[config.mk]
export PLATFORM = sky130hd
export DESIGN_NAME = uart_tx_engine
export DESIGN_NICKNAME = d
export VERILOG_FILES = /design/src/rtl/uart_pkg.sv /design/src/rtl/uart_baud_timer.sv /design/src/rtl/uart_tx_engine.sv
export SDC_FILE = /design/constraint.sdc
export NUM_CORES = 1
export LEC_CHECK = 0
export CORE_MARGIN = 2
export CORE_UTILIZATION = 30
export DETAILED_ROUTE_END_ITERATION = 10
export PLACE_DENSITY_LB_ADDON = 0.3
export SLEW_MARGIN = 0
export SYNTH_ARGS = -nofsm -noshare
export SYNTH_HDL_FRONTEND = slang
export SYNTH_HIERARCHICAL = 1
export SYNTH_SLANG_ARGS = --single-unit
[constraint.sdc]
create_clock -name clk -period 4.4 [get_ports clk]
set_input_delay 1.1 -clock clk [delete_from_list [all_inputs] [get_ports clk]]
set_output_delay 1.1 -clock clk [all_outputs]
set_load 0.01 [all_outputs]
[src/rtl/uart_pkg.sv]
// Shared UART types and elaboration helpers for the transmit and receive engines.
package uart_pkg;

    typedef enum logic [2:0] {
        TX_IDLE,
        TX_START,
        TX_DATA,
        TX_PARITY,
        TX_STOP
    } tx_state_t;

    localparam int unsigned PAR_NONE = 0;
    localparam int unsigned PAR_ODD  = 1;
    localparam int unsigned PAR_EVEN = 2;

    // Clocks per bit, rounded to nearest.
    function automatic int unsigned calc_div(input int unsigned clk_hz, input int unsigned baud);
        return (clk_hz + baud / 2) / baud;
    endfunction

    function automatic int unsigned frame_bits(input int unsigned parity, input int unsigned stop_bits);
        return 10 + ((parity != PAR_NONE) ? 1 : 0) + (stop_bits - 1);
    endfunction

endpackage

[src/rtl/uart_baud_timer.sv]
// Loadable bit-period down-counter; expire is high for the one cycle the count sits at 0.
module uart_baud_timer #(
    parameter int unsigned DIV = 10
) (
    input  logic clk,
    input  logic rstn,
    input  logic load,
    input  logic en,
    output logic expire
);

    localparam int unsigned CW = (DIV > 2) ? $clog2(DIV) : 1;

    logic [CW-1:0] cnt_q, cnt_d;
    logic          expire_q, expire_d;

    // expire is registered alongside the count, so it is asserted exactly while cnt_q == 0
    always_comb begin
        cnt_d    = cnt_q;
        expire_d = 1'b0;
        if (load) begin
            cnt_d = CW'(DIV - 1);
        end else if (en && (cnt_q != '0)) begin
            cnt_d    = cnt_q - CW'(1);
            expire_d = (cnt_q == CW'(1));
        end
    end

    always_ff @(posedge clk) begin
        if (!rstn) begin
            cnt_q    <= '0;
            expire_q <= 1'b0;
        end else begin
            cnt_q    <= cnt_d;
            expire_q <= expire_d;
        end
    end

    assign expire = expire_q;

endmodule

[src/rtl/uart_tx_engine.sv]
// UART transmitter: turns a txStart/txData handshake into one start/data/parity/stop frame on tx.
module uart_tx_engine
    import uart_pkg::*;
#(
    parameter int unsigned CLK_HZ    = 50000000,
    parameter int unsigned BAUD      = 115200,
    parameter int unsigned PARITY    = 0,
    parameter int unsigned STOP_BITS = 1
) (
    input  logic       clk,
    input  logic       rstn,
    input  logic       txStart,
    input  logic [7:0] txData,
    output logic       txBusy,
    output logic       txDone,
    output logic       tx
);

    localparam int unsigned DIV     = calc_div(CLK_HZ, BAUD);
    localparam bit          HAS_PAR = (PARITY != PAR_NONE);

    if (DIV < 2) begin : g_div_chk
        $error("uart_tx_engine: CLK_HZ/BAUD must give at least 2 clocks per bit");
    end
    if (PARITY > PAR_EVEN) begin : g_par_chk
        $error("uart_tx_engine: PARITY must be 0, 1 or 2");
    end
    if ((STOP_BITS < 1) || (STOP_BITS > 2)) begin : g_stop_chk
        $error("uart_tx_engine: STOP_BITS must be 1 or 2");
    end

    tx_state_t  state_q, state_d;
    logic [7:0] shreg_q, shreg_d;
    logic [2:0] idx_q, idx_d;
    logic       stop_idx_q, stop_idx_d;
    logic       par_q, par_d;
    logic       tx_q, tx_d;
    logic       busy_q, busy_d;
    logic       done_q, done_d;

    logic tmr_load;
    logic tmr_en;
    logic tmr_expire;

    assign tmr_en = (state_q != TX_IDLE);

    uart_baud_timer #(
        .DIV (DIV)
    ) u_timer (
        .clk    (clk),
        .rstn   (rstn),
        .load   (tmr_load),
        .en     (tmr_en),
        .expire (tmr_expire)
    );

    // tx_d is the level for the coming bit, so the pin comes straight from a flop
    always_comb begin
        state_d    = state_q;
        shreg_d    = shreg_q;
        idx_d      = idx_q;
        stop_idx_d = stop_idx_q;
        par_d      = par_q;
        tx_d       = tx_q;
        busy_d     = busy_q;
        done_d     = 1'b0;
        tmr_load   = 1'b0;

        unique case (state_q)
            TX_IDLE: begin
                tx_d   = 1'b1;
                busy_d = 1'b0;
                if (txStart) begin
                    shreg_d  = txData;
                    par_d    = (PARITY == PAR_ODD) ? ~^txData : ^txData;
                    tmr_load = 1'b1;
                    state_d  = TX_START;
                    tx_d     = 1'b0;
                    busy_d   = 1'b1;
                end
            end
            TX_START: begin
                if (tmr_expire) begin
                    tmr_load = 1'b1;
                    idx_d    = 3'd0;
                    state_d  = TX_DATA;
                    tx_d     = shreg_q[0];
                end
            end
            TX_DATA: begin
                if (tmr_expire) begin
                    tmr_load = 1'b1;
                    shreg_d  = shreg_q >> 1;
                    idx_d    = idx_q + 3'd1;
                    tx_d     = shreg_q[1];
                    if (idx_q == 3'd7) begin
                        stop_idx_d = 1'b0;
                        if (HAS_PAR) begin
                            state_d = TX_PARITY;
                            tx_d    = par_q;
                        end else begin
                            state_d = TX_STOP;
                            tx_d    = 1'b1;
                        end
                    end
                end
            end
            TX_PARITY: begin
                if (tmr_expire) begin
                    tmr_load   = 1'b1;
                    stop_idx_d = 1'b0;
                    state_d    = TX_STOP;
                    tx_d       = 1'b1;
                end
            end
            TX_STOP: begin
                tx_d = 1'b1;
                if (tmr_expire) begin
                    if (stop_idx_q == 1'(STOP_BITS - 1)) begin
                        state_d = TX_IDLE;
                        busy_d  = 1'b0;
                        done_d  = 1'b1;
                    end else begin
                        tmr_load   = 1'b1;
                        stop_idx_d = stop_idx_q + 1'b1;
                    end
                end
            end
            default: begin
                state_d = TX_IDLE;
                tx_d    = 1'b1;
                busy_d  = 1'b0;
            end
        endcase
    end

    always_ff @(posedge clk) begin
        if (!rstn) begin
            state_q    <= TX_IDLE;
            shreg_q    <= '0;
            idx_q      <= '0;
            stop_idx_q <= 1'b0;
            par_q      <= 1'b0;
            tx_q       <= 1'b1;
            busy_q     <= 1'b0;
            done_q     <= 1'b0;
        end else begin
            state_q    <= state_d;
            shreg_q    <= shreg_d;
            idx_q      <= idx_d;
            stop_idx_q <= stop_idx_d;
            par_q      <= par_d;
            tx_q       <= tx_d;
            busy_q     <= busy_d;
            done_q     <= done_d;
        end
    end

    assign tx     = tx_q;
    assign txBusy = busy_q;
    assign txDone = done_q;

endmodule

* After elaboration in Yosys (flattened, before gate mapping)
Cells that the tools add are included.
** Operators by class
- Multiplexer cells :: 37
- Equality and inequality tests :: 13
- Bitwise logic cells :: 3
- Divide/modulo/power cells :: 0
- Reductions and logical operators :: 18
- $mul :: 0
- Magnitude comparators :: 0
- Add/subtract/negate cells :: 3
- Shift-type cells :: 0
** Operator list (count)
- 3-bit two-way mux :: 9
- 9-bit two-way mux :: 2
- 1-bit two-way mux :: 17
- 8-bit two-way mux :: 2
- 8-bit case mux with 2 select lines :: 1
- 3-bit case mux with 5 select lines :: 1
- 3-bit AND reduction :: 5
- 9-bit by 1-bit == test with 1-bit output, second input constant :: 1
- 1-bit case mux with 3 select lines :: 3
- 9-bit nonzero test :: 1
- 9-bit by 1-bit subtractor with 9-bit output, second input constant :: 1
- 2-bit by 1-bit != test with 1-bit output, second input constant :: 4
- 7-bit AND reduction :: 1
- 3-bit by 2-bit == test with 1-bit output, second input constant :: 2
- 3-bit == test, second input constant :: 2
- 2-bit != test, second input constant :: 3
- 3-bit case mux with 2 select lines :: 1
- 2-bit nonzero test :: 3
- 3-bit nonzero test :: 2
- 3-bit OR reduction :: 2
- 5-bit AND reduction :: 1
- 1-bit case mux with 4 select lines :: 1
- 3-bit by 1-bit adder with 3-bit output, second input constant :: 1
- 3-bit by 1-bit == test with 1-bit output, second input constant :: 1
- other kinds (5) :: 7
** Word-level totals
- Input port bits :: 11
- Bits in latches :: 0
- Memories :: 0
- Bits in read-only memories :: 0
- Memory bits (writable) :: 0
- Output and inout bits :: 3
- Word-level logic and storage cells :: 84
- Register bits after elaboration :: 28

* Longest topological paths before layout
Gate-level depths: netlist of run 1.
- Depth in word-level cells :: 4
- Gate-level depth with buffers :: 8
- Mapped depth without buffers :: 5

* Hierarchy
The synthesis of run 1 kept the hierarchy.
** Modules (own cells, without submodules)
- uart_tx_engine :: seq. area each 340.3 µm², area an instance 980.9 µm², cells an instance 105, instances 1
- uart_baud_timer :: seq. area each 200.2 µm², area an instance 639.4 µm², cells an instance 69, instances 1

* Least setup slack after synthesis of run 1
No wires, ideal clock.
- Path type :: input to register
- Start :: in txStart
- End :: reg u_timer.cnt_q[3]
- Path buffers :: 2
- Arrival time :: 2.438 ns
- Setup slack :: 1.904 ns
- Library setup time :: 0.058 ns
- Data required time :: 4.342 ns
- Cell stages on the path :: 7
- Cells stage by stage :: buf_4 or3b_4 a21oi_1 clkbuf_1 or3b_2 a311oi_1 a31o_2
** Between the ends
- Word-level cells in the longest chain between the ends :: 3
** RTL lines
- start, declared :: line uart_tx_engine.sv:12 : input logic txStart,
- 1-bit two-way mux :: line uart_tx_engine.sv:73 : if (txStart) begin
- 1-bit case mux with 3 select lines :: line uart_tx_engine.sv:69 : unique case (state_q)
- net tmr_load :: line uart_tx_engine.sv:41 : logic tmr_load;
- 2-bit OR reduction (no line)
- end signal, assigned :: line uart_baud_timer.sv:34 : cnt_q <= cnt_d;
- end, declared :: line uart_baud_timer.sv:14 : logic [CW-1:0] cnt_q, cnt_d;
The timed path passes the listed nets, and every way through them passes these cells.
A chain may end at the register's enable or synchronous reset.

* Worst setup path in the final report of run 1
Ends and elaborated chain as after synthesis.

==> summary.md, run 1 <==
| Metric | Value |
|---|---|
| Outcome | completed |
| CTS tree | done |
| Area grow syn2layout | 12.0% |
| Crit-path cells | clkdlybuf4s50_1 > or3b_4 > a21oi_1 > buf_4 > or3b_2 > a311oi_1 > a31o_2 |
| Ant diodes | 0 |
| GP Congestion | 0.799 |
| Gr usage total | 11.1% |
| Cell taking the most area after synthesis | dfxtp_1 |
| Via density | approximately 5.1 |
| Starting DRT DRC Count | around 70 |
| Hold Path Class | reg2reg |
| Worst R2R Path Depth | 4 |
| Remaining antenna violation count | 0 |
| Unique masters post-synth | 55 |
| Vias in the first global route | between 1,000 and 1,500 |
| Mean routed wirelength per cell | ~13 µm |
| Cts bufs inserted | 3 |
| Synth top area share | between 30% and 40% |
| Number of synthesized flops with an enable pin | 0 |
| Least-Margin Pin Slew | 0.779 ns |
| Hold-fix buffers, CTS | 0 |
| Vias | ~1,300 |
| YS warnings | 6 |
| Post-CTS Setup Inserts | 0 |
| Hold_ws | 0.489 ns |
| RSZ-0062 raised after global routing | false |
| Top FF cell, synth | dfxtp_1 |
| Normalized max-slew margin | between 40 and 50% |
| Setup ws final | about 1.6 ns |
| Avg Inst Size Synth | between 9 and 10 µm² |
| Crit-path leading delay family | simple AND/OR/NAND/NOR gates |
| Hold Path End | shreg_q[7]$_SDFFE_PN0P_ |
| Slowest stage delay, CP | between 0.5 and 0.6 ns |
| WL final | roughly 3.3 mm |
| Clock Path Buffers | 2 |
| Grt total ovfl | 0 |
| Most frequent cells after synthesis | dfxtp_1, nand2_1, nor3b_1, o21ai_0, and3b_1 |
| #FFs+latches synth | 27 |
| Reg power frac | 51.2% |
| Most numerous cell in the Yosys netlist | dfxtp_1 |
| Final setup violation count | 0 |
| Die area | around 0.006 mm² |
| I/O pin count | 14 |
| PortBufs | 13 |
| WP data arrival | just over 3 ns |
| HPWL Detailed | 2.20 mm |
| Post-synthesis instance total | ~170 |
| Worst Setup Start Kind | primary input |
| Leak pwr | slightly below 0.7 nW |
| First-pass GRT wire length | 5.53 mm |
| Worst R2R Start | state_q[1]$_SDFFE_PN0P_ |
| MaxCap Viol Count | 0 |
| Reg clk slew, reported paths | ~0.10 ns |
| CTS resizes | 0 |
| Net Sw Power | between 0.00015 and 0.0002 W |
| CP Data Required Time | 4.63 ns |
| Clock root buffer | clkbuf_8 |
| Crit path max fanout | 11 |
| Initial antenna violation count | 0 |
| Crit Reg-Reg Endpoint | u_timer/cnt_q[6]$_SDFFE_PP0P_ |
| Sw Share | 30.3% |
| Final min period | around 2.8 ns |
| FMAX | between 300 and 400 MHz |
| Syn_nets | 190 |
| Top cells by area, synth | dfxtp_1, nor3b_1, and3b_1, o211a_1, ha_1 |
| Layout filler cell count | approximately 520 |
| Die W | 77.5 µm |
| Final-report hold violation count | 0 |
| Pwr per Cell Area | between 300 and 400 mW/mm² |
| Worst skew pair latency | about 0.28 ns |
| R2R setup slack | 1.96 ns |
| Std cell rows | 26 |
| Initial Util | a little under a third |
| Fin Clk Skew | 0.00641 ns |
| DRC | 0 |
| Setup TNS | 0 ns |
| Largest net degree at the start of global routing | 27 |
| CTS H-tree lvls | 1 |
| HP Start | shreg_q[7]$_SDFFE_PN0P_ |
| Layout cells sized above 1 | 10.6% |
| Register area share after synthesis | 33.4% |
| Buf/Inv on CP | 2 |
| Die height | between 70 and 80 µm |
| Worst Setup End Kind | flip-flop |
| Max IR drop VDD | 0.204 mV |
| Kind of critical path | in2reg |
| Slew Viols, Final | 0 |
| Comb pwr share | between 20% and 30% |
| Clock power frac | between 20% and 30% |
| # nets final | 196 |
| Core area | just over 0.005 mm² |
| Hold path cells | 2 |
| Async S/R FF share, synth | 0% |
| Post-Syn Area | between 0.0015 and 0.002 mm² |
| Placement Setup Slack | between 1 and 1.5 ns |
| CTS Sinks | 27 |
| Final period util | 64.4% |
| Internal power | a little under 0.0004 W |
| DRT Pass-1 Iters | 4 |
| Worst path slowest cell | clkdlybuf4s50_1 |
## worst min-delay path: cells and delay by family, from the launching register on
family | cells | cell delay [ns]
DFF | 1 | 0.32
and+or+nand+nor | 1 | 0.07
AOI/OAI and AO/OA | 1 | 0.06
## state kept, by name, summed over array words and instances (netlist names)
signal,flops
u_timer/cnt_q,9
shreg_q,8
idx_q,3
state_q,3
tx,1
txBusy,1
txDone,1
u_timer/expire,1
## layout by cell type, fill, tap and decap left out, types with 2 or more instances in the layout
master	instances
dfxtp_1	27
clkdlybuf4s50_1	13
nand2_1	12
nor3b_1	11
o21ai_0	10
and3b_1	8
a21oi_1	7
o211a_1	7
inv_1	6
nand2b_1	5
ha_1	5
o31a_1	4
mux2i_1	3
nand3b_1	3
o21a_1	3
o22ai_1	3
nand3_1	3
clkbuf_8	3
or4_1	3
nor2_1	2
o21ai_1	2
nor4b_1	2
nor4bb_1	2
buf_4	2
nor2b_1	2
nor4_1	2
or4b_2	2
o211ai_1	2
## kinds of logic after synthesis
logic type	Yosys count	share of synthesized area, %
muxes	3	1.85
and+or+nand+nor	69	30.6
adders and majority gates	5	3.86
buffers and inverters	20	6.72
DFF	27	33.4
AOI/OAI and AO/OA	50	23.6
## power groups by stage
stage | Sequential [W] | Clock, W | Combinational, W
6_report | 0.000284 | 0.000149 | 0.000122
5_1_grt | 0.000288 | 0.000166 | 0.000136
4_1_cts | 0.000284 | 0.000158 | 0.000123
3_5_place_dp | 0.000289 | 0 | 0.000121
3_3_place_gp | 0.000290 | 0 | 0.000123
2_1_floorplan | 0.000281 | 0 | 0.0000979
## through the flow
step                power (W)  utilization, %  cell area (µm²)  cells
finish               0.000555            35.1             1820    249
floorplan            0.000379               -             1620    174
global route         0.000590            35.1             1820    249
CTS                  0.000565            35.1             1820    249
global placement     0.000412            34.2             1770    245
detailed placement   0.000410            34.2             1770    245
## layout make-up
class / instances / area [µm²] / area share (%)
clock buffer: 3 / 41.3 / 2.27
clock inverter: 1 / 7.51 / 0.414
inverter: 6 / 22.5 / 1.24
multi-input combinational: 127 / 971 / 53.5
sequential: 27 / 541 / 29.8
tap: 70 / 87.6 / 4.82
timing repair buffer: 15 / 145 / 7.99
## per-layer routing
metal / part of all wire, % / routed length, µm / vias up / GRT usage [%]
met5: 0 / 0 / - / 0
li1: - / - / 663 / -
met1: 52 / 1720 / 589 / 14.9
met4: 0.52 / 17 / 0 / 2.86
met2: 43 / 1420 / 22 / 17.7
met3: 4.0 / 132 / 2 / 3.02
## worst max-delay path by stage
| stage | startpoint | endpoint | slack, ns | depth (start not counted) |
|---|---|---|---|---|
| finish | txStart | u_timer/cnt_q[3]$_SDFFE_PP0P_ | 1.56 | 7 |
| global route | txStart | u_timer/cnt_q[3]$_SDFFE_PP0P_ | 1.45 | 7 |
| CTS | txStart | u_timer/cnt_q[3]$_SDFFE_PP0P_ | 1.58 | 7 |
| detailed placement | txStart | u_timer/cnt_q[3]$_SDFFE_PP0P_ | 1.31 | 7 |
| global placement | txStart | u_timer/cnt_q[3]$_SDFFE_PP0P_ | 1.35 | 7 |
| floorplan | txStart | u_timer/cnt_q[3]$_SDFFE_PP0P_ | 1.90 | 7 |
(Power assumes the default switching activity.)
==> run 2, diff against run 1 <==
==> constraint.sdc (replaced) <==
create_clock -name clk -period 2.3 [get_ports clk]
set_input_delay 0.575 -clock clk [delete_from_list [all_inputs] [get_ports clk]]
set_output_delay 0.575 -clock clk [all_outputs]
set_load 0.01 [all_outputs]
==> run 2 against run 1 <==
Net effect:
- cell count is 3.2% higher
- non-clock buffer count is 8 higher
- sequential power is 87% higher
- register-to-register slack worse by 1.5 ns
- die area stayed put
- power is 93% higher
- clock power is 89% higher
- critical path depth stayed put
- utilization is 1.2 points higher
- clock skew hardly changed
- critical path type unchanged
- critical endpoint is now u_timer/cnt_q[0]$_SDFFE_PN0P_
==> summary.md, run 2 (synthesis results as in run 1) <==
| Metric | Value |
|---|---|
| Final min period | around 2.0 ns |
| CTS resizes | 0 (unchanged) |
| Std cell rows | 26 (unchanged) |
| Vias in the first global route | 1,192 (+2.2%) |
| Slew Viols, Final | 0 (unchanged) |
| Slowest stage delay, CP | 0.48 ns (-0.09 ns) |
| Area grow syn2layout | 15.8% |
| Hold-fix buffers, CTS | 0 (unchanged) |
| GP Congestion | 0.793 (-0.71%) |
| Vias | 1,335 (+4.6%) |
| Cts bufs inserted | 3 (unchanged) |
| Worst R2R Start | u_timer/cnt_q[1]$_SDFFE_PP0P_ |
| Starting DRT DRC Count | 50 (-30%) |
| Leak pwr | 0.731 nW (+6.0%) |
| Overall power | 0.00107 W (+93%) |
| Final setup violation count | 0 (unchanged) |
| Gr usage total | 10.9% (-0.23 points) |
| WL final | 3.29 mm (about the same) |
| Max reg flops | 9 (unchanged) |
| Mean routed wirelength per cell | 12.8 µm (-3.1%) |
| Grt peak-use layer | met2 |
| Crit-path cells | clkdlybuf4s50_1 > or3b_4 > a21oi_1 > buf_4 > inv_1 > o2111ai_1 > nor3b_1 |
| Layout filler cell count | 516 (-1.1%) |
| Met3 Use GR | 2.44% (-0.58 points) |
| I/O pin count | 14 (unchanged) |
| CTS H-tree lvls | 1 (unchanged) |
| FMAX | about 510 MHz |
| Setup TNS | 0 ns (unchanged) |
| Hold Path Class | reg2reg |
| CP startpoint | txStart |
| Grt total ovfl | 0 (unchanged) |
| Ant diodes | 0 (unchanged) |
| Top reg by flops | u_timer/cnt_q |
| Worst Setup Start Kind | primary input |
| Core area | 0.00517 mm² (unchanged) |
| Worst Setup End Kind | flip-flop |
| Outcome | completed |
| Commonest non-fill, non-tap cells in the layout | dfxtp_1, clkdlybuf4s50_1, nand2_1 |
| HPWL Detailed | 2.26 mm (+2.7%) |
| Most frequent standard cell in the layout excluding fill and tap cells | dfxtp_1 |
| Initial antenna violation count | 0 (unchanged) |
| GRT met2 Usage | 17.1% (-0.52 points) |
| Pwr per Cell Area | 571 mW/mm² (+87%) |
| Max IR drop VDD | 0.328 mV (+61%) |
| Least-Margin Pin Slew | 0.525 ns (-0.255 ns) |
| Die W | 77.5 µm (unchanged) |
| Largest net degree at the start of global routing | 26 (-3.7%) |
| First-pass GRT wire length | 5.53 mm (unchanged) |
| CTS tree | done |
| PortBufs | 13 (unchanged) |
| CTS Sinks | 27 (unchanged) |
| DRC | 0 (unchanged) |
| DRT Pass-1 Iters | 5 (+1) |
| Worst skew pair latency | 0.27 ns (about the same) |
| RSZ-0062 raised after global routing | false |
| Normalized max-slew margin | 64.8% (+17 points) |
| MaxCap Viol Count | 0 (unchanged) |
| Final-report hold violation count | 0 (unchanged) |
| Crit path max fanout | 7 (-4) |
| Worst path slowest cell | clkdlybuf4s50_1 |
| CP Data Required Time | 2.50 ns (-2.13 ns) |
| Kind of critical path | in2reg |
| Reg clk slew, reported paths | 0.10 ns (about the same) |
| Via density | 5.19 (+1.4%) |
| Clock Path Buffers | 2 (unchanged) |
| Clock root buffer | clkbuf_8 |
| Final period util | between 80% and 90% |
| Final core utilization | 36.3% (+1.2 points) |
| WP data arrival | 2.18 ns (-0.88 ns) |
| Layout cells sized above 1 | 14.4% (+3.8 points) |
| Post-CTS Setup Inserts | 0 (unchanged) |
| Die area | 0.00600 mm² (unchanged) |
| Remaining antenna violation count | 0 (unchanged) |
| Biggest regs | u_timer/cnt_q (9), shreg_q (8) |
| Met1 Usage GRT | 15.6% (+0.62 points) |
| Initial Util | 31.3% (unchanged) |
| HP Start | shreg_q[7]$_SDFFE_PN0P_ |
| # nets final | 204 (+4.1%) |
| Die height | 77.5 µm (unchanged) |
| Fin Clk Skew | 0.00673 ns (+0.000321 ns) |
## run 2: cell count changes in the layout (fill, tap and decap cells not counted), sizes merged
cell	delta
buf	+8
## run 2: report_power, final
part           switching, W  internal (W)  leakage (nW)
registers         0.0000292      0.000502         0.222
clock network      0.000159      0.000123        0.0217
logic              0.000133      0.000125         0.488
## run 2: final timing paths
kind | to | slack [ns] | cells past startpoint
worst max register to register | u_timer/cnt_q[1]$_SDFFE_PP0P_ | 0.43 | 5
worst min-delay path | shreg_q[7]$_SDFFE_PN0P_ | 0.48 | 2
worst min register to register | shreg_q[7]$_SDFFE_PN0P_ | 0.48 | 2
worst max-delay path | u_timer/cnt_q[0]$_SDFFE_PN0P_ | 0.32 | 7
## run 2: critical path: cells and delay by family
kind            cells  cell delay [ns]
buf+inv             3             0.73
compound gates      2             0.29
simple gates        2             0.59
## run 2: through the flow
| stage | setup WS (ns) | hold WS (ns) | cell area (µm²) | cells |
|---|---|---|---|---|
| final | 0.320 | 0.484 | 1880 | 257 |
| after global routing | 0.162 | 0.514 | 1880 | 257 |
| after CTS | 0.312 | 0.487 | 1880 | 257 |
| after detailed placement | 0.0583 | 0.470 | 1830 | 253 |
| after global placement | 0.0775 | 0.468 | 1830 | 253 |
| after floorplan | 0.329 | 0.457 | 1620 | 174 |
## run 2: per-layer routing
metal  share of wire, %  vias up  routed length [µm]
met4               0.61        0                  20
met1                 53      627                1730
li1                   -      682                   -
met5                  0        -                   0
met3                2.7        2                  90
met2                 44       24                1440
## run 2: cell type report
class	instances	area, µm²	area share (%)
clock buffers	3	41.3	2.20
clock inverters	1	7.51	0.400
repair buffers	23	205	10.9
inverters	6	22.5	1.20
well taps	70	87.6	4.67
flip-flops and latches	27	541	28.8
multi-input cells	127	971	51.8
